File: config.mk
export PLATFORM = sky130hd
export DESIGN_NAME = potential_arbiter_flat
export DESIGN_NICKNAME = d
export VERILOG_FILES = /design/src/rtl/potential_arbiter_if.sv /design/src/rtl/potential_arbiter.sv /design/src/flat_wrapper.sv
export SDC_FILE = /design/constraint.sdc
export NUM_CORES = 1
export LEC_CHECK = 0
export ABC_CLOCK_PERIOD_IN_PS = 13600
export CAP_MARGIN = 20
export CORE_AREA = 2 2 137 139
export CTS_CLUSTER_SIZE = 20
export DETAILED_ROUTE_END_ITERATION = 10
export DIE_AREA = 0 0 139 141
export PLACE_DENSITY = 0.7
export SLEW_MARGIN = 10
export SYNTH_ARGS = -nofsm -noshare
export SYNTH_HDL_FRONTEND = slang
export SYNTH_SLANG_ARGS = --single-unit
File: constraint.sdc
create_clock -name clk -period 13.6 [get_ports clk]
set_input_delay 2.04 -clock clk [delete_from_list [all_inputs] [get_ports clk]]
set_output_delay 2.04 -clock clk [all_outputs]
set_load 0.02 [all_outputs]
File: src/rtl/potential_arbiter_if.sv
// Lane/memory-side bundle for the potential memory arbiter.
// The master side is the set of lanes plus the memory wrapper; the slave side is the arbiter.
interface potential_arbiter_if #(
  parameter int NUM_ARB = 6,
  parameter int DEPTH   = 16,
  parameter int WIDTH   = 32
);
  localparam int AW = (DEPTH > 1) ? $clog2(DEPTH) : 1;

  logic [NUM_ARB-1:0]       rd_req;
  logic [NUM_ARB*AW-1:0]    rd_addr;
  logic [NUM_ARB-1:0]       wr_req;
  logic [NUM_ARB*AW-1:0]    wr_addr;
  logic [NUM_ARB*WIDTH-1:0] wr_data;
  logic [NUM_ARB-1:0]       read_grant;
  logic [NUM_ARB-1:0]       write_grant;
  logic [NUM_ARB-1:0]       rd_ack;
  logic [NUM_ARB-1:0]       wr_ack;
  logic [WIDTH-1:0]         mem_read_data;
  logic                     mem_flag;
  logic [NUM_ARB-1:0]       rsp_valid;
  logic [WIDTH-1:0]         rsp_data;
  logic                     rsp_flag;

  modport master (
    output rd_req, rd_addr, wr_req, wr_addr, wr_data, mem_read_data, mem_flag,
    input  read_grant, write_grant, rd_ack, wr_ack, rsp_valid, rsp_data, rsp_flag
  );

  modport slave (
    input  rd_req, rd_addr, wr_req, wr_addr, wr_data, mem_read_data, mem_flag,
    output read_grant, write_grant, rd_ack, wr_ack, rsp_valid, rsp_data, rsp_flag
  );
endinterface

File: src/rtl/potential_arbiter.sv
// Round-robin arbiter sharing one read and one write port of the potential memory
// between NUM_ARB lanes. Reads that hit the address being written this cycle are
// masked; a saturating starvation counter eventually holds the write channel off.
module potential_arbiter #(
  parameter int NUM_ARB    = 6,
  parameter int DEPTH      = 16,
  parameter int WIDTH      = 32,
  parameter int STARVE_MAX = 4
) (
  input logic            clk,
  input logic            rst,
  potential_arbiter_if.slave bus
);
  localparam int AW = (DEPTH > 1) ? $clog2(DEPTH) : 1;
  localparam int PW = (NUM_ARB > 1) ? $clog2(NUM_ARB) : 1;
  localparam logic [2:0] STARVE_LIM = 3'(STARVE_MAX);

  typedef logic [PW-1:0] ptr_t;

  typedef struct packed {
    logic found;
    ptr_t idx;
  } pick_t;

  // First requesting lane at ptr, ptr+1, ... (mod NUM_ARB). Scanning from the far end
  // down lets the closest lane overwrite earlier hits, so no early exit is needed.
  function automatic pick_t rr_pick(input logic [NUM_ARB-1:0] req, input ptr_t ptr);
    pick_t p;
    int    lane;
    ptr_t  li;
    p = '0;
    for (int off = NUM_ARB - 1; off >= 0; off--) begin
      lane = int'(ptr) + off;
      if (lane >= NUM_ARB) lane -= NUM_ARB;
      li = ptr_t'(lane);
      if (req[li]) begin
        p.found = 1'b1;
        p.idx   = li;
      end
    end
    return p;
  endfunction

  function automatic ptr_t next_ptr(input ptr_t k);
    return (int'(k) == NUM_ARB - 1) ? '0 : ptr_t'(k + 1'b1);
  endfunction

  ptr_t               rd_ptr;
  ptr_t               wr_ptr;
  logic [2:0]         starve_cnt;
  logic [NUM_ARB-1:0] rsp_lane;
  logic               flag_q;

  logic               hold_wr;
  logic [NUM_ARB-1:0] rd_req_v;
  logic [NUM_ARB-1:0] wr_req_v;
  logic [NUM_ARB-1:0] rd_elig;
  logic [NUM_ARB-1:0] rd_masked;
  logic [NUM_ARB-1:0] rd_grant;
  logic [NUM_ARB-1:0] wr_grant;
  logic [AW-1:0]      sel_wr_addr;
  pick_t              rd_pick;
  pick_t              wr_pick;

  logic [AW-1:0] rd_addr_lane [NUM_ARB];
  logic [AW-1:0] wr_addr_lane [NUM_ARB];

  // Write data travels to the wrapper directly; arbitration never looks at it.
  logic unused_wr_data;
  assign unused_wr_data = ^bus.wr_data;

  // Requests are ignored while reset is high so no grant can leak out.
  assign rd_req_v = bus.rd_req & {NUM_ARB{~rst}};
  assign wr_req_v = bus.wr_req & {NUM_ARB{~rst}} & {NUM_ARB{~hold_wr}};
  assign hold_wr  = (starve_cnt == STARVE_LIM);

  // Per-lane address unpacking and collision masking against the granted write.
  for (genvar g = 0; g < NUM_ARB; g++) begin : g_lane
    logic collide;
    assign rd_addr_lane[g] = bus.rd_addr[g*AW +: AW];
    assign wr_addr_lane[g] = bus.wr_addr[g*AW +: AW];
    assign collide         = wr_pick.found && (rd_addr_lane[g] == sel_wr_addr);
    assign rd_elig[g]      = rd_req_v[g] & ~collide;
    assign rd_masked[g]    = rd_req_v[g] & collide;
  end

  // Write channel arbitrates first; its winning address then filters the read channel.
  always_comb begin
    // NOTE: every output of a combinational block gets a default first, otherwise a
    // path that skips an assignment infers a latch.
    wr_grant    = '0;
    rd_grant    = '0;
    wr_pick     = rr_pick(wr_req_v, wr_ptr);
    sel_wr_addr = wr_addr_lane[wr_pick.idx];
    rd_pick     = rr_pick(rd_elig, rd_ptr);
    if (wr_pick.found) wr_grant[wr_pick.idx] = 1'b1;
    if (rd_pick.found) rd_grant[rd_pick.idx] = 1'b1;
  end

  assign bus.read_grant  = rd_grant;
  assign bus.write_grant = wr_grant;
  assign bus.rd_ack      = rd_grant;
  assign bus.wr_ack      = wr_grant;

  // Round-robin pointers advance past the lane just granted and hold otherwise.
  always_ff @(posedge clk) begin
    // NOTE: sequential state uses non-blocking assignments so every register samples
    // the pre-edge values regardless of statement order.
    if (rst) begin
      rd_ptr <= '0;
      wr_ptr <= '0;
    end else begin
      if (rd_pick.found) rd_ptr <= next_ptr(rd_pick.idx);
      if (wr_pick.found) wr_ptr <= next_ptr(wr_pick.idx);
    end
  end

  // Starvation counter: counts cycles where a read is masked and nothing is read.
  always_ff @(posedge clk) begin
    if (rst) begin
      starve_cnt <= '0;
    end else if (rd_pick.found) begin
      starve_cnt <= '0;
    end else if ((|rd_masked) && (starve_cnt != STARVE_LIM)) begin
      starve_cnt <= starve_cnt + 3'd1;
    end
  end

  // Response path: remember which lane read and the freshness flag seen at grant time.
  always_ff @(posedge clk) begin
    if (rst) begin
      rsp_lane <= '0;
      flag_q   <= 1'b0;
    end else begin
      rsp_lane <= rd_grant;
      if (rd_pick.found) flag_q <= bus.mem_flag;
    end
  end

  // A response in flight when reset rises is dropped immediately, not one cycle later.
  assign bus.rsp_valid = rsp_lane & {NUM_ARB{~rst}};
  assign bus.rsp_data  = bus.mem_read_data;
  assign bus.rsp_flag  = flag_q;
endmodule
File: src/flat_wrapper.sv
// flat-port wrapper written by rule: the top's interface ports become plain ports
module potential_arbiter_flat 
#(
  parameter int NUM_ARB    = 6,
  parameter int DEPTH      = 16,
  parameter int WIDTH      = 32,
  parameter int STARVE_MAX = 4
)
  (clk, rst, bus_rd_req, bus_rd_addr, bus_wr_req, bus_wr_addr, bus_wr_data, bus_mem_read_data, bus_mem_flag, bus_read_grant, bus_write_grant, bus_rd_ack, bus_wr_ack, bus_rsp_valid, bus_rsp_data, bus_rsp_flag);
  potential_arbiter_if #(.NUM_ARB(NUM_ARB), .DEPTH(DEPTH), .WIDTH(WIDTH)) bus_i ();
  input logic clk;
  input logic rst;
  input wire logic [$bits(bus_i.rd_req)-1:0] bus_rd_req;
  input wire logic [$bits(bus_i.rd_addr)-1:0] bus_rd_addr;
  input wire logic [$bits(bus_i.wr_req)-1:0] bus_wr_req;
  input wire logic [$bits(bus_i.wr_addr)-1:0] bus_wr_addr;
  input wire logic [$bits(bus_i.wr_data)-1:0] bus_wr_data;
  input wire logic [$bits(bus_i.mem_read_data)-1:0] bus_mem_read_data;
  input wire logic [$bits(bus_i.mem_flag)-1:0] bus_mem_flag;
  output wire logic [$bits(bus_i.read_grant)-1:0] bus_read_grant;
  output wire logic [$bits(bus_i.write_grant)-1:0] bus_write_grant;
  output wire logic [$bits(bus_i.rd_ack)-1:0] bus_rd_ack;
  output wire logic [$bits(bus_i.wr_ack)-1:0] bus_wr_ack;
  output wire logic [$bits(bus_i.rsp_valid)-1:0] bus_rsp_valid;
  output wire logic [$bits(bus_i.rsp_data)-1:0] bus_rsp_data;
  output wire logic [$bits(bus_i.rsp_flag)-1:0] bus_rsp_flag;
  assign bus_i.rd_req = bus_rd_req;
  assign bus_i.rd_addr = bus_rd_addr;
  assign bus_i.wr_req = bus_wr_req;
  assign bus_i.wr_addr = bus_wr_addr;
  assign bus_i.wr_data = bus_wr_data;
  assign bus_i.mem_read_data = bus_mem_read_data;
  assign bus_i.mem_flag = bus_mem_flag;
  assign bus_read_grant = bus_i.read_grant;
  assign bus_write_grant = bus_i.write_grant;
  assign bus_rd_ack = bus_i.rd_ack;
  assign bus_wr_ack = bus_i.wr_ack;
  assign bus_rsp_valid = bus_i.rsp_valid;
  assign bus_rsp_data = bus_i.rsp_data;
  assign bus_rsp_flag = bus_i.rsp_flag;
  potential_arbiter #(.NUM_ARB(NUM_ARB), .DEPTH(DEPTH), .WIDTH(WIDTH), .STARVE_MAX(STARVE_MAX)) u_core (.clk(clk), .rst(rst), .bus(bus_i));
endmodule
; Word-level counts from Yosys, hierarchy flattened
; Index checks and enable logic that the tools add are counted.
[classes]
add_sub_neg = 25
n_lt_le_gt_ge = 29
n_eq_ne = 10
muxes = 59
n_bitwise = 25
n_reduce_logical = 11
[op_table]
columns = operator, count
row1 = $lt A3 B4 Y1 const B, 14
row2 = $mux W4, 14
row3 = $mux W3, 14
row4 = $ge A4 B3 Y1 const B, 10
row5 = $bmux W1 S3, 12
row6 = $sub A3 B2 Y3 const B, 10
row7 = $and A6 B6 Y6, 4
row8 = $eq A4 B4 Y1, 6
row9 = $add A3 B2 Y4 const B, 4
row10 = $add A3 B3 Y4 const B, 4
row11 = $mux W1, 14
row12 = $and A1 B1 Y1, 12
row13 = $bmux W4 S3, 1
row14 = $mux W6, 2
row15 = $add A3 B1 Y3 const B, 3
row16 = $eq A3 B3 Y1 const B, 3
row17 = $logic_and A1 B1 Y1, 9
row18 = $add A3 B1 Y4 const B, 2
row19 = $not A1 Y1, 8
row20 = $demux W1 S3, 2
row21 = $ge A3 B1 Y1 const B, 2
row22 = $ge A3 B3 Y1 const B, 2
row23 = $reduce_or A6 Y1, 1
row24 = $sub A3 B3 Y3 const B, 2
row25 = other kinds (4), 4
[totals]
register_bits = 16
in_bits = 287
out_inout_bits = 63
wordCells = 164

; Longest topological paths before layout
; Gate-level depths: netlist (run 1).
[depth]
depth_word = 32
ltp_mapped = 25
depth_no_buf = 18

; Worst setup path after synthesis (run 1)
; Ideal clock, no wire load.
[synth_path]
path_type = input to output
from = in rst
to = out bus_read_grant[2]
t_arrival_ns = 6.877
required_ns = 11.560
slack_ns = 4.683
cell_stages = 17
n_path_buf = 2
cell_sequence = buf_2 a21oi_1 nand2_1 or3_1 o21ai_4 mux2_2 or4_1 o2111a_1 or4_4 o21ai_1 o221ai_1 a31oi_4 o21ai_2 o311ai_1 a211oi_1 nor4_1 buf_4
[synth_between]
elab_chain_cells = 32
word_cells_on_any_way = 74
classes_between = order compare (2) / eq/ne (6) / mux (42) / bitwise (17) / reduce/logical (7)
[synth_rtl]
columns = item, line_no
row1 = from (decl), flat_wrapper.sv:12  ; input logic rst;
row2 = $not A1 Y1 (*), "potential_arbiter.sv:73, potential_arbiter.sv:74"
row3 = $and A6 B6 Y6 (2 in series), potential_arbiter.sv:74  ; assign wr_req_v = bus.wr_req & {NUM_ARB{~rst}} & {NUM_ARB{~hold_wr}};
row4 = $bmux W1 S3, potential_arbiter.sv:36  ; if (req[li]) begin
row5 = $mux W1 (implied by the code), potential_arbiter.sv:36
row6 = $mux W4 (6 in series), potential_arbiter.sv:36
row7 = $not A3 Y4 (implied by the code), potential_arbiter.sv:94  ; sel_wr_addr = wr_addr_lane[wr_pick.idx];
row8 = $bmux W4 S3, potential_arbiter.sv:94
row9 = $mux W4 (implied by the code) (2 in series), potential_arbiter.sv:94
row10 = [5 not listed], --
row11 = $mux W1 (implied by the code), potential_arbiter.sv:36
row12 = $mux W4 (5 in series), potential_arbiter.sv:36
row13 = $mux W4 (*), potential_arbiter.sv:36
row14 = $lt A3 B4 Y1 (implied by the code) / $ge A3 B1 Y1 (equally long branches), potential_arbiter.sv:97  ; if (rd_pick.found) rd_grant[rd_pick.idx] = 1'b1;
row15 = $logic_and A1 B1 Y1 (implied by the code), potential_arbiter.sv:97
row16 = $mux W1 (implied by the code), potential_arbiter.sv:97
row17 = $demux W1 S3, --
row18 = $mux W6 (*), potential_arbiter.sv:97
row19 = to (decl), flat_wrapper.sv:20  ; output wire logic [$bits(bus_i.read_grant)-1:0] bus_read_grant;
; Mark *: on every way between the ends. The rest lies on a longest branch, timed or not. The select of a mux whose other input is x is not followed.

; Worst setup path in the final report (run 1)
[layout_path]
from = in rst
to = out bus_rd_ack[5]
[layout_between]
elab_chain_cells = 32
word_cells_on_any_way = 74
classes_between = order compare (2) / eq/ne (6) / mux (42) / bitwise (17) / reduce/logical (7)
[layout_rtl]
columns = item, line_no
row1 = $not A1 Y1 (*), "potential_arbiter.sv:73, potential_arbiter.sv:74"
row2 = $and A6 B6 Y6 (2 in series), potential_arbiter.sv:74
row3 = $bmux W1 S3, potential_arbiter.sv:36
row4 = $mux W1 (implied by the code), potential_arbiter.sv:36
row5 = $mux W4 (6 in series), potential_arbiter.sv:36
row6 = $not A3 Y4 (implied by the code), potential_arbiter.sv:94
row7 = $bmux W4 S3, potential_arbiter.sv:94
row8 = $mux W4 (implied by the code) (2 in series), potential_arbiter.sv:94
row9 = [5 not listed], --
row10 = $mux W1 (implied by the code), potential_arbiter.sv:36
row11 = $mux W4 (5 in series), potential_arbiter.sv:36
row12 = $mux W4 (*), potential_arbiter.sv:36
row13 = $lt A3 B4 Y1 (implied by the code) / $ge A3 B1 Y1 (equally long branches), potential_arbiter.sv:97
row14 = $logic_and A1 B1 Y1 (implied by the code), potential_arbiter.sv:97
row15 = $mux W1 (implied by the code), potential_arbiter.sv:97
row16 = $demux W1 S3, --
row17 = $mux W6 (*), potential_arbiter.sv:97
row18 = to (decl), flat_wrapper.sv:22  ; output wire logic [$bits(bus_i.rd_ack)-1:0] bus_rd_ack;
; Marks and branches as above.

==> results.tsv, run 1 <==
stage	metric	value	unit
run_status	status	complete, no violations	
synth	cell area after synthesis	4510	um2
min_path	Worst Hold Class	reg2reg	
layout	most common cell after layout, fill and taps aside	clkdlybuf4s50_1	
placement	Post-DP Area	5240	um2
critical_path	Worst EP required	11.56	ns
placement	Final Wtd Congestion	0.947	
drt	DRT Pass-1 Iters	7	
critical_path	Reg2Reg Setup Slack	6.12	ns
clocking	deepest clock path buffer count	2	
critical_path	Critical Path Start Type	input port	
global_routing	vias in the first global route	4278	
drt	DR iter-0 viols	324	
synth	top cell type by total area after synthesis	xnor2_1	
synth	cells after synthesis	602	
clocking	# H-tree levels	1	
critical_path	CP max FO	29	
floorplan	row count	50	
global_routing	Total GRT Usage	14.1	%
floorplan	core area	18300	um2
placement	placed insts	858	
sta	clock skew	0.00187	ns
drt	drt wl/cell	16.9	um
pwr	pwr/cell area	380	nW/um2
placement	I/O Buffers	93	
synth	Main synth FF type	dfxtp_1	
global_routing	global-route wire length before repair	22.9	mm
synth	share of the synthesized area in the top cell type	8.93	%
floorplan	Starting Density	24.7	%
drt	antenna viol nets, final	0	
critical_path	Crit. End Element	primary output	
synth	Ys Warns	0	
sta	final hold violations	0	
layout	fillers	1961	
sta	Slew HR	29.0	%
clocking	CTS tree	yes	
drt	routed via count	4768	
clocking	Clk Latency, worst-skew pair	0.25	ns
clocking	post-CTS setup buffers	0	
floorplan	Die Y	141	um
pwr	Lkg Pwr	1.77	nW
layout	final core utilization	29.2	%
floorplan	# IOs	350	
run	# Max-Cap Violations	0	
synth	Yosys cell types	88	
sta	RSZ-0062 raised after global routing	no	
synth	Syn Area/Cell	7.49	um2
synth	synthesis-stage register bit count	16	
layout	share of cells above drive strength 1	7.00	%
layout	design area	5340	um2
critical_path	Critical Path AT	9.19	ns
synth	Post-Syn Nets	907	
pwr	total power	2.03	mW
synth	Async SR Flop Fraction	0	%
pwr	Max VDD drop	0.159	mV
placement	hpwl dp	11.7	mm
global_routing	initial antenna violation count	1	
drt	Total Routed Length	14.6	mm
layout	area grow syn2layout	18.3	%
clocking	Num CTS Buffers	3	
sta	Slew Limit Fails	0	
layout	most frequent cells in the layout	clkdlybuf4s50_1, xnor2_1, nor2_1	
sta	Period minus WS final	11.23	ns
clocking	clk root buf	clkbuf_16	
sta	transition time of the tightest slew-check pin	1.06	ns
drt	vias per cell	5.52	
clocking	PostCTS Resize Cnt	0	
synth	ranking of synthesized cells by area	xnor2_1, buf_4, dfxtp_1, ha_1, nor2_1	
synth	Post-synth EDFFs	0	
clocking	Worst-path clk slew	0.05	ns
global_routing	grt ovf	0	
layout	Inserted Diodes	0	
layout	Finished Layout Cells	863	
clocking	CTS Sinks	16	
sta	Setup Viol. Count Final	0	
placement	dpl ws	2.45	ns
critical_path	critical path type	in2out	
floorplan	Die Area	19600	um2
synth	Seq/Total Area, Yosys	7.10	%
sta	setup_tns	0	ns
sta	Max Fclk	89.1	MHz
layout	# nets final	935	
clocking	# hold bufs at CTS	0	
drt	# DRC	0	
floorplan	Die Span X	139	um
sta	Worst Slack Setup Final	2.37	ns
sta	Post-Route Hold Slack	0.445	ns
sta	Period Utilization, post-route	82.5	%
global_routing	largest net degree at the start of global routing	30	
-- routing by layer --
metal	GRT usage, %	vias to the layer above	part of all wire [%]
li1	-	2313	-
met1	19.5	2222	45
met2	23.8	201	47
met3	1.19	30	5.8
met4	3.19	2	1.5
met5	0	-	0.082
-- path summary, 6_finish.rpt --
path | from | end | cells after the start
max | rst | bus_rd_ack[5] | 19
min | u_core.bus.rsp_flag | u_core.bus.rsp_flag | 2
max reg2reg | u_core.wr_ptr[0] | u_core.rd_ptr[2] | 17
min reg2reg | u_core.bus.rsp_flag | u_core.bus.rsp_flag | 2
-- area by class of cell --
cell class | count | area (um2) | share of cell area, %
timing repair buffer | 96 | 951 | 17.8
clock buffer | 4 | 88.8 | 1.67
inverter | 17 | 63.8 | 1.20
sequential | 16 | 320 | 6.00
multi-input combinational | 496 | 3620 | 67.8
tap | 234 | 293 | 5.49
-- critical path: stages --
cell,delay [ns]
clkdlybuf4s50_1,0.46
buf_4,0.32
a21o_1,0.34
nor2_1,0.15
a32oi_1,0.32
nand3_1,0.42
a2111o_1,0.62
nand3_4,0.33
mux2i_2,0.67
xnor2_1,0.26
o31ai_1,0.12
a311oi_2,0.49
o2111ai_1,0.16
a211oi_1,0.36
o31ai_1,0.13
a211oi_1,0.71
or2_0,0.40
nor2b_1,0.23
clkdlybuf4s50_1,0.63
-- kinds of logic (layout without fill, tap and decap cells) --
kind of cell	count (synthesis)	after routing	share of synthesized area (%)
adder cells (fa/ha/maj)	18	18	4.99
flip-flops	16	16	7.10
AO/OA/AOI/OAI	182	182	30.9
buffers and inverters	90	117	12.7
AND/OR/NAND/NOR	220	220	26.7
multiplexers	23	23	7.16
XOR/XNOR	53	53	10.5
-- cells in the mapped netlist, types with 4 or more instances --
library cell	n
buf_2	9
xnor2_1	46
nor2b_1	20
xor2_1	6
nand3_1	21
mux2i_2	4
buf_6	5
dfxtp_1	16
o21ai_0	28
a21o_1	4
mux2i_4	5
nand2b_1	7
inv_1	17
clkbuf_1	10
mux2i_1	11
nor2_1	44
nor4_1	10
o22ai_1	11
or3_1	10
nor3_2	4
and3_1	6
buf_4	49
a211oi_1	9
ha_1	18
o31ai_1	14
a21oi_1	18
nand2_1	34
nor3_1	25
o211a_1	4
o2111ai_1	13
nand4_1	7
and2_1	9
o211ai_1	22
-- flip-flops by register name, summed over array words and instances (netlist names) --
signal	cells
u_core.bus.rsp_flag	1
u_core.rd_ptr	3
u_core.starve_cnt	3
u_core.wr_ptr	3
u_core.rsp_lane	6
-- power by group --
group / internal (mW) / leakage [nW] / switching (mW)
Combinational: 0.734 / 1.60 / 1.12
Clock: 0.0447 / 0.0442 / 0.0191
Sequential: 0.0670 / 0.132 / 0.0390
Total: 0.846 / 1.77 / 1.18
No activity file was read; power rests on OpenSTA's default activity.
==> run 2, diff against run 1 <==
--- a/config.mk
+++ b/config.mk
@@ -5,13 +5,13 @@
 export SDC_FILE = /design/constraint.sdc
 export NUM_CORES = 1
 export LEC_CHECK = 0
-export ABC_CLOCK_PERIOD_IN_PS = 13600
+export ABC_CLOCK_PERIOD_IN_PS = 9100
 export CAP_MARGIN = 20
 export CORE_AREA = 2 2 137 139
 export CTS_CLUSTER_SIZE = 20
 export DETAILED_ROUTE_END_ITERATION = 10
 export DIE_AREA = 0 0 139 141
-export PLACE_DENSITY = 0.7
+export PLACE_DENSITY = 0.72
 export SLEW_MARGIN = 10
 export SYNTH_ARGS = -nofsm -noshare
 export SYNTH_HDL_FRONTEND = slang
==> constraint.sdc (replaced) <==
create_clock -name clk -period 9.1 [get_ports clk]
set_input_delay 1.365 -clock clk [delete_from_list [all_inputs] [get_ports clk]]
set_output_delay 1.365 -clock clk [all_outputs]
set_load 0.02 [all_outputs]
==> results.tsv, run 2 (synthesized netlist as in run 1, its figures left out) <==
stage	metric	value	unit	change
run_status	status	complete, no violations		unchanged
critical_path	Crit. End Element	primary output		unchanged
sta	Period minus WS final	8.65	ns	
critical_path	CP peak stage delay	0.63	ns	was 0.71 ns
critical_path	Critical Path Start Type	input port		unchanged
global_routing	largest net degree at the start of global routing	25		was 30
layout	# nets final	956		was 935
floorplan	Starting Density	24.7	%	unchanged
pwr	Sw Share	56.1	%	was 58.3%
pwr	total power	3.22	mW	was 2.03 mW
floorplan	core area	18300	um2	unchanged
sta	Setup Viol. Count Final	0		unchanged
pwr	Max VDD drop	0.323	mV	was 0.159 mV
global_routing	Most Used Layer, Global Route	met2		unchanged
layout	area grow syn2layout	22.4	%	was 18.3%
floorplan	Die Span X	139	um	unchanged
sta	Slew Limit Fails	0		unchanged
pwr	internal power	1.41	mW	was 846 uW
global_routing	initial antenna violation count	0		was 1
clocking	Worst-path clk slew	0.05	ns	about the same
drt	antenna viol nets, final	0		unchanged
global_routing	GRT met2 Usage	23.3	%	was 23.8%
clocking	CTS Sinks	16		unchanged
sta	Slew HR	47.4	%	was 29.0%
clocking	Num CTS Buffers	3		unchanged
floorplan	# IOs	350		unchanged
drt	drt wl/cell	16.5	um	was 16.9 um
clocking	# hold bufs at CTS	0		unchanged
layout	most frequent cells in the layout	clkdlybuf4s50_1, xnor2_1, nor2_1		unchanged
drt	DRT Pass-1 Iters	5		was 7
critical_path	Critical Path AT	7.28	ns	was 9.19 ns
global_routing	Global Route met3 Usage	0.781	%	was 1.19%
pwr	pwr/cell area	584	nW/um2	was 380 nW/um2
drt	routed via count	4771		was 4768
drt	vias per cell	5.40		was 5.52
clocking	clk root buf	clkbuf_16		unchanged
floorplan	row count	50		unchanged
pwr	Gate power share	93.0	%	was 91.6%
drt	Total Routed Length	14.6	mm	about the same
sta	RSZ-0062 raised after global routing	no		unchanged
global_routing	grt ovf	0		unchanged
critical_path	CP Cell Sequence	clkdlybuf4s50_1, a21o_2, nor3b_1, a31o_1, inv_1, a2111o_1, nand3_4, buf_4, mux2i_4, xnor2_1, or3_1, o221a_1, a31oi_4, o21ai_2, o311ai_1, o21a_1, or2_1, nor2b_1, clkdlybuf4s50_1		was clkdlybuf4s50_1, buf_4, a21o_1, nor2_1, a32oi_1, nand3_1, a2111o_1, nand3_4, mux2i_2, xnor2_1, o31ai_1, a311oi_2, o2111ai_1, a211oi_1, o31ai_1, a211oi_1, or2_0, nor2b_1, clkdlybuf4s50_1
placement	I/O Buffers	93		unchanged
layout	max FFs per register	6		unchanged
clocking	deepest clock path buffer count	2		unchanged
pwr	Flop pwr share	4.1	%	was 5.2%
drt	# DRC	0		unchanged
global_routing	global-route wire length before repair	22.8	mm	was 22.9 mm
layout	most common cell after layout, fill and taps aside	clkdlybuf4s50_1		unchanged
sta	Max Fclk	116	MHz	
pwr	P_sw	1.81	mW	was 1.18 mW
pwr	Lkg Pwr	1.88	nW	was 1.77 nW
clocking	CTS tree	yes		unchanged
placement	Final Wtd Congestion	0.970		was 0.947
floorplan	Die Y	141	um	unchanged
sta	Period Utilization, post-route	95.0	%	
sta	final hold violations	0		unchanged
global_routing	met1 Use GR	20.1	%	was 19.5%
global_routing	Total GRT Usage	14.1	%	about the same
sta	setup_tns	0	ns	unchanged
critical_path	Crit-path slowest cell	clkdlybuf4s50_1		was a211oi_1
layout	Inserted Diodes	0		unchanged
layout	largest register by flop count	u_core.rsp_lane		unchanged
clocking	Clk Latency, worst-skew pair	0.24	ns	was 0.25 ns
placement	hpwl dp	11.9	mm	was 11.7 mm
drt	DR iter-0 viols	519		was 324
min_path	Worst Hold Class	reg2reg		unchanged
sta	clock skew	0.000955	ns	was 0.00187 ns
sta	transition time of the tightest slew-check pin	0.790	ns	was 1.06 ns
run	# Max-Cap Violations	0		unchanged
global_routing	vias in the first global route	4340		was 4278
critical_path	most used cell, CP	clkdlybuf4s50_1		
critical_path	Worst EP required	7.74	ns	was 11.56 ns
critical_path	CP max FO	11		was 29
pwr	Clock Power Share	2.9	%	was 3.1%
clocking	# H-tree levels	1		unchanged
floorplan	Die Area	19600	um2	unchanged
critical_path	critical path type	in2out		unchanged
layout	share of cells above drive strength 1	10.2	%	was 7.00%
run 2: cell types whose count changed in the layout (fill, tap and decap cells not counted), sizes merged:
cell | before | now
buf | 3 | 24
run 2: path summary, 6_finish.rpt:
| path | from | to | slack (ns) | cells past startpoint |
|---|---|---|---|---|
| setup / recovery | rst | bus_read_grant[5] | 0.45 | 19 |
| hold / removal | u_core.bus.rsp_flag | u_core.bus.rsp_flag | 0.45 | 2 |
| setup reg to reg | u_core.wr_ptr[1] | u_core.rd_ptr[2] | 2.67 | 20 |
| hold reg to reg | u_core.bus.rsp_flag | u_core.bus.rsp_flag | 0.45 | 2 |
run 2: final cells by class:
cell class | count | area [um2]
clock buffer | 4 | 88.8
fill | 1931 | 12700
inverter | 17 | 63.8
multi-input combinational | 496 | 3650
sequential | 16 | 320
tap | 234 | 293
timing repair buffer | 117 | 1110
run 2: routing by layer:
metal	vias up	wire, um	share of wire (%)
li1	2352	-	-
met1	2214	6800	47
met2	174	6680	46
met3	31	834	5.7
met4	0	267	1.8
met5	-	0	0
run 2: critical path, delay by kind of cell:
kind | cells | cell delay (ns)
AO/OA/AOI/OAI | 8 | 2.46
buffers and inverters | 4 | 1.51
AND/OR/NAND/NOR | 5 | 1.44
XOR/XNOR | 1 | 0.12
multiplexers | 1 | 0.36
run 2: what timing repair did:
action                                  4_1_cts  5_1_grt
setup buffers                                 0        6
resized for setup                             0        6
endpoints found under the setup margin        0       12
endpoints found under the hold margin         0        0
run 2: power by group through the flow:
stage | combinational [mW] | clock [mW] | sequential, mW
finish | 3.00 | 0.0936 | 0.131
global route | 3.23 | 0.0977 | 0.135
CTS | 2.88 | 0.0955 | 0.130
detailed placement | 2.87 | 0 | 0.131
global placement | 2.85 | 0 | 0.130
floorplan | 2.18 | 0 | 0.123
run 2: per-stage QoR:
step / area (um2) / hold WS (ns) / instances / worst slack [ns] / util, %
2_1_floorplan: 4510 / 0.527 / 602 / 1.53 / -
3_3_place_gp: 5350 / 0.440 / 873 / 0.208 / 29.3
3_5_place_dp: 5350 / 0.444 / 873 / 0.186 / 29.3
4_1_cts: 5440 / 0.451 / 877 / 0.165 / 29.8
5_1_grt: 5520 / 0.482 / 884 / 0.0110 / 30.2
6_report: 5520 / 0.449 / 884 / 0.453 / 30.2
==> run 3, diff against run 2 <==
--- a/config.mk
+++ b/config.mk
@@ -11,6 +11,7 @@
 export CTS_CLUSTER_SIZE = 20
 export DETAILED_ROUTE_END_ITERATION = 10
 export DIE_AREA = 0 0 139 141
+export MAX_ROUTING_LAYER = met4
 export PLACE_DENSITY = 0.72
 export SLEW_MARGIN = 10
 export SYNTH_ARGS = -nofsm -noshare
==> results.tsv, run 3 (synthesized netlist as in run 1, its figures left out) <==
stage	metric	value	unit	change
critical_path	CP bufs+invs	2		was 4
sta	Max Fclk	115	MHz	was 116 MHz
layout	most common cell after layout, fill and taps aside	clkdlybuf4s50_1		unchanged
sta	setup_tns	0	ns	unchanged
placement	placed insts	874		was 873
drt	routed via count	4744		was 4771
drt	DRT Pass-1 Iters	5		unchanged
pwr	Max VDD drop	0.314	mV	was 0.323 mV
global_routing	vias in the first global route	4345		was 4340
sta	Post-Route Hold Slack	0.446	ns	was 0.449 ns
critical_path	critical path type	in2out		unchanged
sta	final hold violations	0		unchanged
critical_path	Worst EP required	7.74	ns	about the same
placement	Final Wtd Congestion	0.965		was 0.970
run	# Max-Cap Violations	0		unchanged
clocking	deepest clock path buffer count	2		unchanged
sta	Setup Viol. Count Final	0		unchanged
sta	Period minus WS final	8.70	ns	was 8.65 ns
global_routing	grt ovf	0		unchanged
pwr	internal power	1.39	mW	was 1.41 mW
floorplan	Die Y	141	um	unchanged
placement	I/O Buffers	93		unchanged
critical_path	CP peak stage delay	0.69	ns	was 0.63 ns
pwr	Sw Share	56.5	%	was 56.1%
sta	Slew HR	45.4	%	was 47.4%
global_routing	Total GRT Usage	14.7	%	was 14.1%
placement	hpwl dp	11.9	mm	about the same
clocking	CTS tree	yes		unchanged
drt	drt wl/cell	16.6	um	was 16.5 um
global_routing	initial antenna violation count	0		unchanged
pwr	Flop pwr share	4.1	%	about the same
clocking	Clk Latency, worst-skew pair	0.25	ns	was 0.24 ns
clocking	Num CTS Buffers	3		unchanged
pwr	Lkg Pwr	1.86	nW	was 1.88 nW
clocking	Worst-path clk slew	0.05	ns	about the same
floorplan	core area	18300	um2	unchanged
layout	most frequent cells in the layout	clkdlybuf4s50_1, xnor2_1, nor2_1		unchanged
drt	Total Routed Length	14.6	mm	about the same
clocking	clk root buf	clkbuf_16		unchanged
layout	share of cells above drive strength 1	9.75	%	was 10.2%
sta	transition time of the tightest slew-check pin	0.819	ns	was 0.790 ns
floorplan	Starting Density	24.7	%	unchanged
pwr	Gate power share	93.0	%	about the same
critical_path	Critical Path Start Type	input port		unchanged
pwr	pwr/cell area	583	nW/um2	was 584 nW/um2
pwr	P_sw	1.81	mW	about the same
drt	# DRC	0		unchanged
global_routing	largest net degree at the start of global routing	25		unchanged
critical_path	CP Cell Sequence	clkdlybuf4s50_1, a21o_2, a2111o_1, o311a_1, and4_4, a31o_2, o31ai_1, and2_1, xnor2_1, o31ai_1, a311oi_1, nor3_2, or4b_1, a31oi_1, o211ai_1, nor3_1, clkdlybuf4s50_1		was clkdlybuf4s50_1, a21o_2, nor3b_1, a31o_1, inv_1, a2111o_1, nand3_4, buf_4, mux2i_4, xnor2_1, or3_1, o221a_1, a31oi_4, o21ai_2, o311ai_1, o21a_1, or2_1, nor2b_1, clkdlybuf4s50_1
layout	largest register by flop count	u_core.rsp_lane		unchanged
floorplan	Die Area	19600	um2	unchanged
run_status	status	complete, no violations		unchanged
layout	final core utilization	30.1	%	was 30.2%
global_routing	global-route wire length before repair	23.2	mm	was 22.8 mm
drt	DR iter-0 viols	368		was 519
floorplan	Die Span X	139	um	unchanged
sta	Period Utilization, post-route	95.6	%	was 95.0%
layout	Finished Layout Cells	880		was 884
min_path	Worst Hold Class	reg2reg		unchanged
layout	max FFs per register	6		unchanged
layout	# nets final	952		was 956
layout	Inserted Diodes	0		unchanged
critical_path	Crit-path slowest cell	clkdlybuf4s50_1		unchanged
critical_path	CP max FO	12		was 11
sta	Slew Limit Fails	0		unchanged
floorplan	row count	50		unchanged
floorplan	# IOs	350		unchanged
sta	clock skew	0.00307	ns	was 0.000955 ns
critical_path	Top delay family on crit path	compound AO/OA/AOI/OAI gates		unchanged
sta	RSZ-0062 raised after global routing	no		unchanged
critical_path	Critical Path AT	7.33	ns	was 7.28 ns
clocking	CTS Sinks	16		unchanged
clocking	# H-tree levels	1		unchanged
drt	vias per cell	5.39		was 5.40
drt	antenna viol nets, final	0		unchanged
critical_path	Crit. End Element	primary output		unchanged
pwr	Clock Power Share	2.9	%	about the same
layout	area grow syn2layout	21.9	%	was 22.4%
[run 3: area by class of cell]
class / count / area [um2]
clock buffers: 4 / 88.8
fillers: 1949 / 12800
inverters: 17 / 63.8
multi-input cells: 496 / 3650
flip-flops and latches: 16 / 320
well taps: 234 / 293
repair buffers: 113 / 1080
[run 3: per-stage QoR]
stage	cell area [um2]	power, mW	setup slack, ns
floorplan	4510	2.31	1.53
global placement	5360	3.01	0.274
detailed placement	5360	3.03	0.234
CTS	5450	3.14	0.228
global route	5500	3.45	0.00422
finish	5500	3.20	0.401
[run 3: final timing paths]
kind | startpoint | end | slack, ns | cells past startpoint
setup / recovery | rst | bus_rd_ack[4] | 0.40 | 17
hold / removal | u_core.bus.rsp_flag | u_core.bus.rsp_flag | 0.45 | 2
hold reg to reg | u_core.bus.rsp_flag | u_core.bus.rsp_flag | 0.45 | 2
setup reg to reg | u_core.wr_ptr[1] | u_core.rd_ptr[2] | 2.63 | 20
[run 3: metal layers]
metal	part of all wire, %	GRT usage [%]	routed length (um)	vias to the layer above
li1	-	-	-	2344
met1	47	20.5	6830	2214
met2	47	23.4	6870	169
met3	4.9	0.713	708	17
met4	1.3	3.51	184	0
met5	0	-	0	-
[run 3: timing repair]
action,4_1_cts,5_1_grt
setup endpoints to repair,0,12
buffers inserted,0,1
hold buffers,0,0
gates resized for setup,0,7
[run 3: worst min-delay path: stages, from the launching register on]
cell	delay [ns]
dfxtp_1	0.30
nand2_1	0.05
o21ai_1	0.05
[run 3: power groups by stage]
stage / sequential (mW) / combinational [mW] / clock [mW]
2_1_floorplan: 0.123 / 2.18 / 0
3_3_place_gp: 0.130 / 2.88 / 0
3_5_place_dp: 0.131 / 2.90 / 0
4_1_cts: 0.130 / 2.91 / 0.0957
5_1_grt: 0.134 / 3.21 / 0.0989
6_report: 0.131 / 2.98 / 0.0932
